==> src/rtl/spi_controller_if.sv <==
// Request-side bundle for spi_controller: valid/ready write requests plus status.
interface spi_controller_if;
    logic       req_valid;
    logic       req_ready;
    logic [6:0] req_addr;
    logic [7:0] req_data;
    logic       busy;
    logic       done;

    modport master (
        output req_valid, req_addr, req_data,
        input  req_ready, busy, done
    );

    modport slave (
        input  req_valid, req_addr, req_data,
        output req_ready, busy, done
    );
endinterface

==> src/rtl/spi_controller.sv <==
// SPI mode-0 write-only frame generator: {1'b1, addr[6:0], data[7:0]} MSB first,
// with programmable sclk half-period and chip-select setup/hold/idle times.
module spi_controller #(
    parameter int unsigned CLK_DIV  = 4,
    parameter int unsigned CS_SETUP = 4,
    parameter int unsigned CS_HOLD  = 4,
    parameter int unsigned CS_IDLE  = 4
) (
    input  logic            clk,
    input  logic            rst_n,
    spi_controller_if.slave req,
    output logic            ncs,
    output logic            sclk,
    output logic            copi
);
    localparam int unsigned MAX_AB = (CLK_DIV > CS_SETUP) ? CLK_DIV : CS_SETUP;
    localparam int unsigned MAX_CD = (CS_HOLD > CS_IDLE) ? CS_HOLD : CS_IDLE;
    localparam int unsigned MAX_PH = (MAX_AB > MAX_CD) ? MAX_AB : MAX_CD;
    // Phase counter counts down from (length-1) to 0.
    localparam int unsigned PW     = (MAX_PH > 1) ? $clog2(MAX_PH) : 1;

    localparam logic [PW-1:0] DIV_LD   = PW'(CLK_DIV - 1);
    localparam logic [PW-1:0] SETUP_LD = PW'(CS_SETUP - 1);
    localparam logic [PW-1:0] HOLD_LD  = PW'(CS_HOLD - 1);
    localparam logic [PW-1:0] IDLE_LD  = PW'((CS_IDLE > 0) ? (CS_IDLE - 1) : 0);

    typedef enum logic [2:0] {
        S_IDLE, S_SETUP, S_LOW, S_HIGH, S_HOLD, S_GAP
    } state_t;

    state_t        state_q, state_d;
    logic [PW-1:0] ph_q, ph_d;
    logic [3:0]    bit_q, bit_d;
    logic [15:0]   sr_q, sr_d;
    logic          ncs_q, ncs_d;
    logic          sclk_q, sclk_d;
    logic          copi_q, copi_d;
    logic          done_q, done_d;
    logic          busy_q, busy_d;
    logic          ready_q, ready_d;

    always_ff @(posedge clk or negedge rst_n) begin
        if (!rst_n) begin
            state_q <= S_IDLE;
            ph_q    <= '0;
            bit_q   <= '0;
            sr_q    <= '0;
            ncs_q   <= 1'b1;
            sclk_q  <= 1'b0;
            copi_q  <= 1'b0;
            done_q  <= 1'b0;
            busy_q  <= 1'b0;
            ready_q <= 1'b1;
        end else begin
            state_q <= state_d;
            ph_q    <= ph_d;
            bit_q   <= bit_d;
            sr_q    <= sr_d;
            ncs_q   <= ncs_d;
            sclk_q  <= sclk_d;
            copi_q  <= copi_d;
            done_q  <= done_d;
            busy_q  <= busy_d;
            ready_q <= ready_d;
        end
    end

    // Next values of every output are decided here so all pins leave a flop.
    always_comb begin
        state_d = state_q;
        ph_d    = ph_q;
        bit_d   = bit_q;
        sr_d    = sr_q;
        ncs_d   = ncs_q;
        sclk_d  = sclk_q;
        copi_d  = copi_q;
        done_d  = 1'b0;
        busy_d  = busy_q;
        ready_d = ready_q;
        case (state_q)
            S_IDLE: begin
                if (req.req_valid && ready_q) begin
                    state_d = S_SETUP;
                    ph_d    = SETUP_LD;
                    bit_d   = 4'd15;
                    sr_d    = {1'b1, req.req_addr, req.req_data};
                    ncs_d   = 1'b0;
                    copi_d  = 1'b1;
                    busy_d  = 1'b1;
                    ready_d = 1'b0;
                end
            end
            S_SETUP: begin
                if (ph_q == '0) begin
                    state_d = S_LOW;
                    ph_d    = DIV_LD;
                end else begin
                    ph_d = ph_q - 1'b1;
                end
            end
            S_LOW: begin
                if (ph_q == '0) begin
                    state_d = S_HIGH;
                    ph_d    = DIV_LD;
                    sclk_d  = 1'b1;
                end else begin
                    ph_d = ph_q - 1'b1;
                end
            end
            S_HIGH: begin
                if (ph_q == '0) begin
                    sclk_d = 1'b0;
                    if (bit_q == 4'd0) begin
                        state_d = S_HOLD;
                        ph_d    = HOLD_LD;
                        copi_d  = 1'b0;
                    end else begin
                        // copi advances on the falling edge, stable at the next rise
                        state_d = S_LOW;
                        ph_d    = DIV_LD;
                        bit_d   = bit_q - 4'd1;
                        sr_d    = {sr_q[14:0], 1'b0};
                        copi_d  = sr_q[14];
                    end
                end else begin
                    ph_d = ph_q - 1'b1;
                end
            end
            S_HOLD: begin
                if (ph_q == '0) begin
                    ncs_d  = 1'b1;
                    done_d = 1'b1;
                    if (CS_IDLE == 0) begin
                        state_d = S_IDLE;
                        busy_d  = 1'b0;
                        ready_d = 1'b1;
                    end else begin
                        state_d = S_GAP;
                        ph_d    = IDLE_LD;
                    end
                end else begin
                    ph_d = ph_q - 1'b1;
                end
            end
            S_GAP: begin
                if (ph_q == '0) begin
                    state_d = S_IDLE;
                    busy_d  = 1'b0;
                    ready_d = 1'b1;
                end else begin
                    ph_d = ph_q - 1'b1;
                end
            end
            default: state_d = S_IDLE;
        endcase
    end

    assign ncs           = ncs_q;
    assign sclk          = sclk_q;
    assign copi          = copi_q;
    assign req.done      = done_q;
    assign req.busy      = busy_q;
    assign req.req_ready = ready_q;
endmodule
==> src/flat_wrapper.sv <==
// flat-port wrapper written by rule: the top's interface ports become plain ports
module spi_controller_flat 
#(
    parameter int unsigned CLK_DIV  = 4,
    parameter int unsigned CS_SETUP = 4,
    parameter int unsigned CS_HOLD  = 4,
    parameter int unsigned CS_IDLE  = 4
)
  (clk, rst_n, ncs, sclk, copi, req_req_valid, req_req_addr, req_req_data, req_req_ready, req_busy, req_done);
  spi_controller_if req_i ();
  input  logic clk;
  input  logic rst_n;
  output logic ncs;
  output logic sclk;
  output logic copi;
  input wire logic [$bits(req_i.req_valid)-1:0] req_req_valid;
  input wire logic [$bits(req_i.req_addr)-1:0] req_req_addr;
  input wire logic [$bits(req_i.req_data)-1:0] req_req_data;
  output wire logic [$bits(req_i.req_ready)-1:0] req_req_ready;
  output wire logic [$bits(req_i.busy)-1:0] req_busy;
  output wire logic [$bits(req_i.done)-1:0] req_done;
  assign req_i.req_valid = req_req_valid;
  assign req_i.req_addr = req_req_addr;
  assign req_i.req_data = req_req_data;
  assign req_req_ready = req_i.req_ready;
  assign req_busy = req_i.busy;
  assign req_done = req_i.done;
  spi_controller #(.CLK_DIV(CLK_DIV), .CS_SETUP(CS_SETUP), .CS_HOLD(CS_HOLD), .CS_IDLE(CS_IDLE)) u_core (.clk(clk), .rst_n(rst_n), .req(req_i), .ncs(ncs), .sclk(sclk), .copi(copi));
endmodule
==> config.mk <==
export PLATFORM = sky130hd
export DESIGN_NAME = spi_controller_flat
export DESIGN_NICKNAME = d
export VERILOG_FILES = /design/src/rtl/spi_controller_if.sv /design/src/rtl/spi_controller.sv /design/src/flat_wrapper.sv
export SDC_FILE = /design/constraint.sdc
export NUM_CORES = 1
export LEC_CHECK = 0
export CAP_MARGIN = 20
export CORE_UTILIZATION = 45
export DETAILED_ROUTE_END_ITERATION = 7
export MAX_ROUTING_LAYER = met4
export PLACE_DENSITY = 0.69
export REMOVE_ABC_BUFFERS = 1
export SLEW_MARGIN = 0
export SYNTH_ARGS = -nofsm -noshare
export SYNTH_HDL_FRONTEND = slang
export SYNTH_SLANG_ARGS = --single-unit
==> constraint.sdc <==
create_clock -name clk -period 3.9 [get_ports clk]
set_input_delay 0.39 -clock clk [delete_from_list [all_inputs] [get_ports clk]]
set_output_delay 0.39 -clock clk [all_outputs]
set_load 0.01 [all_outputs]
; ---- Word level (Yosys, flattened, before mapping)
; Cells that the tools add are included.
[op_classes]
reduce_logical = 17
eq_ne = 13
mux = 33
n_addsub = 2
[ops]
columns = op, n
row1 = 2-to-1 mux 15 bit, 3
row2 = one-hot mux 15 bit (2 select lines), 1
row3 = 2-to-1 mux 3 bit, 7
row4 = one-hot mux 3 bit (6 select lines), 1
row5 = AND reduction 3 bit, 5
row6 = 2-to-1 mux 4 bit, 3
row7 = inequality test 2 x 1 -> 1 bit (second input constant), 6
row8 = one-hot mux 1 bit (2 select lines), 5
row9 = 2-to-1 mux 1 bit, 8
row10 = one-hot mux 4 bit (2 select lines), 1
row11 = nonzero test 2 bit, 4
row12 = equality test 3 x 2 -> 1 bit (second input constant), 2
row13 = equality test 3 bit (second input constant), 2
row14 = 2-to-1 mux 2 bit, 3
row15 = one-hot mux 2 bit (3 select lines), 1
row16 = AND reduction 6 bit, 1
row17 = zero test 4 bit, 1
row18 = inequality test 2 bit (second input constant), 2
row19 = AND reduction 4 bit, 1
row20 = OR reduction 4 bit, 1
row21 = subtractor 4 x 1 -> 4 bit (second input constant), 1
row22 = equality test 3 x 1 -> 1 bit (second input constant), 1
row23 = zero test 3 bit, 1
row24 = nonzero test 3 bit, 1
row25 = 3 further kinds, 3
[totals]
register_bits = 30
wordCells = 75
output_inout_bits = 6
in_bits = 18

; ---- Depth between registers and ports, before layout
[logic_depth]
word_depth = 4
depth_mapped = 7
ltp_nobuf = 6

; ---- Worst setup path after synthesis
; Ideal clock, no wire load.
[synth_path]
path_kind = reg-to-reg
startpoint = reg u_core.ph_q[0]
endpoint = reg u_core.sr_q[14]
path_stages_with_launch = 7
path_slack_ns = 2.235
t_required_ns = 3.777
setup_ns = 0.123
period_less_slack_ns = 1.665
arrival_ns = 1.542
path_buffers = 1
path_cell_list = dfrtp_1 inv_1 ha_1 nand3_1 a221oi_4 buf_4 a21oi_2
[synth_via]
elab_chain_cells = 3
[synth_rtl]
columns = item, line_no
row1 = from (decl), spi_controller.sv:32  ; logic [PW-1:0] ph_q, ph_d;
row2 = from (signal assigned), spi_controller.sv:56  ; ph_q <= ph_d;
row3 = zero test 2 bit, spi_controller.sv:111  ; if (ph_q == '0) begin
row4 = inequality test 2 x 1 -> 1 bit (no line), -
row5 = AND reduction 4 bit (no line), -
row6 = to (signal assigned), spi_controller.sv:58  ; sr_q <= sr_d;
row7 = to (decl), spi_controller.sv:34  ; logic [15:0] sr_q, sr_d;
; No other way between the ends.
; A chain may end at the register's enable or synchronous reset.

; ---- Worst setup path after layout
[layout_path]
startpoint = reg u_core.state_q[2]
endpoint = reg u_core.bit_q[3]
[layout_via]
elab_chain_cells = 3
elab_cells_between_ends = 8
classes_between = eq/ne: 4 / mux: 1 / reduce/logical: 3
[layout_rtl]
columns = item, line_no
row1 = from (decl), spi_controller.sv:31  ; state_t state_q, state_d;
row2 = from (signal assigned), spi_controller.sv:55  ; state_q <= state_d;
row3 = equality test 3 x 2 -> 1 bit or zero test 3 bit (tied branches), spi_controller.sv:80  ; case (state_q)
row4 = "inequality test 2 bit (no line), or another cell as far along", -
row5 = AND reduction 4 bit (no line), -
row6 = to (signal assigned), spi_controller.sv:57  ; bit_q <= bit_d;
row7 = to (decl), spi_controller.sv:33  ; logic [3:0] bit_q, bit_d;
; Parallel ways exist; a longest one is shown, timed or not.

==> results_dict.tcl <==
set metrics [dict create \
    antenna_found_initial 0 \
    gr-total-overflow 0 \
    r2r_cells 5 \
    num_vias 1130 \
    die-area_um2 3680 \
    area_delta_synth_final_pct 22.8 \
    rows 20 \
    max_slew_margin_pct 35.6 \
    viasPerCell 5.14 \
    clk-insertion-delay-late_ns 0.33 \
    start_util_pct 49.1 \
    drtAntennaViolNets 0 \
    r2r_end "u_core.bit_q[3]" \
    dpl.hpwl_um 1830 \
    final_common_cell "dfrtp_1" \
    crit_slowest_cell "dfrtp_1" \
    worstMarginPinSlew_ns 0.967 \
    run_status "finished, final reports clean" \
    drv_cap 0 \
    finalSetupTns_ns 0 \
    finalPower_mw 0.691 \
    yosys_warnings 0 \
    hold_viol_final 0 \
    drtPass1Iterations 4 \
    fmax_mhz 396 \
    finish.utilization_pct 60.3 \
    groute.usage.overall_pct 17.2 \
    wl_per_cell_um 11.9 \
    worst-path-buf-inv 1 \
    clk_pin_slew_ns 0.10 \
    finalCritPeriodShare_pct 64.7 \
    worstPathMaxFanout 27 \
    n_antenna_cell 0 \
    setup_viol 0 \
    crit_path_end_kind "flop" \
    synth_area_um2 1550 \
    cts.sinks 30 \
    cts_hold_buf 0 \
    final_nets 195 \
    worstPathArrival_ns 2.72 \
    fp.dieW_um 60.7 \
    cts-buffers-inserted 5 \
    drcViolationCount 0 \
    cp-start-kind "flop" \
    maxSlewViolCount 0 \
    cp_data_required_time_ns 4.10 \
    pin_count 24 \
    timing.hold.ws_ns 0.433 \
    hold_path_class "in -> async" \
    rsz0062_at_grt "no" \
    pwr_density_cell_nw_per_um2 363 \
    portBuffers 23 \
    drtIter0Drc 50 \
    reg2reg_slack_ns 1.38 \
    grt_pass1_vias 1021 \
    synthCells 151 \
    cts_setup_buffers 0 \
    yosysSeqAreaShare_pct 48.6 \
    fin_crit_ns 2.52 \
    yosysUniqueCellTypes 34 \
    wirelength_um 2630 \
    htreeDepth 2 \
    gp_congestion 0.756 \
    drive_gt1_share_pct 17.0 \
    vdd_drop_max_mv 0.240 \
    cts_buffer_depth 2 \
    slowest_delay_ns 0.62 \
    critical-path-top-delay-family "simple AND/OR/NAND/NOR gates" \
    grt_pass1_wl_um 4440 \
    fin_cells 220 \
    cts_root_buf "clkbuf_4" \
    synth-seq-cells 30 \
    core_region_area_um2 3150 \
    leakagePower_nw 0.750 \
    fin_skew_ns 0.0101 \
    critPathKind "reg -> reg" \
    cts_tree "yes" \
    place_inst 212 \
    path_cells "and3b_1 > a221oi_4 > buf_4 > and3_1 > o21ai_0" \
    r2r_start "u_core.state_q[2]" \
    grt_max_degree 31 \
    critPathLaunch "u_core.state_q[2]" \
    post_cts_resize_count 0 \
    layout_common_cells "dfrtp_1, nor2_1, clkdlybuf4s50_1, mux2i_1, a21oi_2" \
    die_h_um 60.7 \
    syn_avg_cell_area_um2 10.3 \
]
## routing by layer
layer	global-route usage (%)	up-vias	part of all wire [%]
li1	-	572	-
met1	20.7	523	45
met2	27.6	33	48
met3	5.76	2	5.8
met4	4.87	0	0.38
met5	-	-	0
## report_power, final
part | internal [mW] | switching, mW | total, mW
logic | 0.0231 | 0.0173 | 0.0404
clock network | 0.217 | 0.112 | 0.329
registers | 0.318 | 0.00372 | 0.322
total | 0.559 | 0.133 | 0.691
## worst max path at each step
stage                                 end  cells past startpoint  slack (ns)
after floorplan           u_core.bit_q[3]                      4        1.33
after global placement    u_core.bit_q[3]                      5        1.45
after detailed placement  u_core.bit_q[3]                      5        1.37
after CTS                 u_core.bit_q[3]                      5        1.35
after global routing      u_core.bit_q[3]                      5        1.16
final                     u_core.bit_q[3]                      5        1.38
## state kept, by name (all words and copies together) (netlist names)
name and count:
u_core.sr_q 15, u_core.bit_q 4, u_core.state_q 3, u_core.ph_q 2
u_core.copi 1, u_core.ncs 1, u_core.req.busy 1, u_core.req.done 1
u_core.req.req_ready 1, u_core.sclk 1
## through the flow
stage               instance area, µm²  setup slack, ns
floorplan                         1490             1.33
global placement                  1790             1.45
detailed placement                1790             1.37
CTS                               1900             1.35
global route                      1900             1.16
finish                            1900             1.38
## synth_stat cells (all sizes together)
master,instances,share of area [%]
nor3,2,0.65
nand3b,1,0.48
and3,1,0.40
nor2b,5,2.0
clkbuf,1,0.24
a31oi,2,0.81
a21oi,23,11
inv,6,1.5
nand2,11,2.7
nand4bb,1,0.73
o211a,1,0.65
nand2b,1,0.40
buf,7,3.6
dfstp,2,3.4
o22ai,1,0.40
a22o,2,1.1
o21ai,4,1.3
o21a,1,0.48
nor3b,1,0.48
a211oi,1,0.48
mux2,2,1.5
mux2i,14,9.0
nor2,25,6.1
ha,2,1.6
dfrtp,28,45
o32ai,1,0.57
or3b,1,0.57
and3b,1,0.57
nand3,2,0.65
a221oi,1,1.7
## logic make-up after synthesis
| family | synth area share [%] |
|---|---|
| flops | 48.6 |
| buf+inv | 5.25 |
| compound gates | 18.3 |
| simple gates | 15.7 |
| mux | 10.5 |
| fa+ha+maj | 1.62 |
## worst reg2reg max path: cells and delay by family, from the launching register on
kind / cells / cell delay, ns
AO/OA/AOI/OAI: 2 / 0.63
buffers and inverters: 1 / 0.39
flip-flops: 1 / 0.62
AND/OR/NAND/NOR: 2 / 0.75
## area by class of cell
class,count,area [µm²]
Clock buffer,6,51.3
Clock inverter,2,60.1
Fill cell,289,1250
Inverter,6,22.5
Multi-Input combinational cell,107,714
Sequential cell,30,753
Tap cell,44,55.1
Timing Repair Buffer,25,245
No activity file was read; power rests on OpenSTA's default activity.
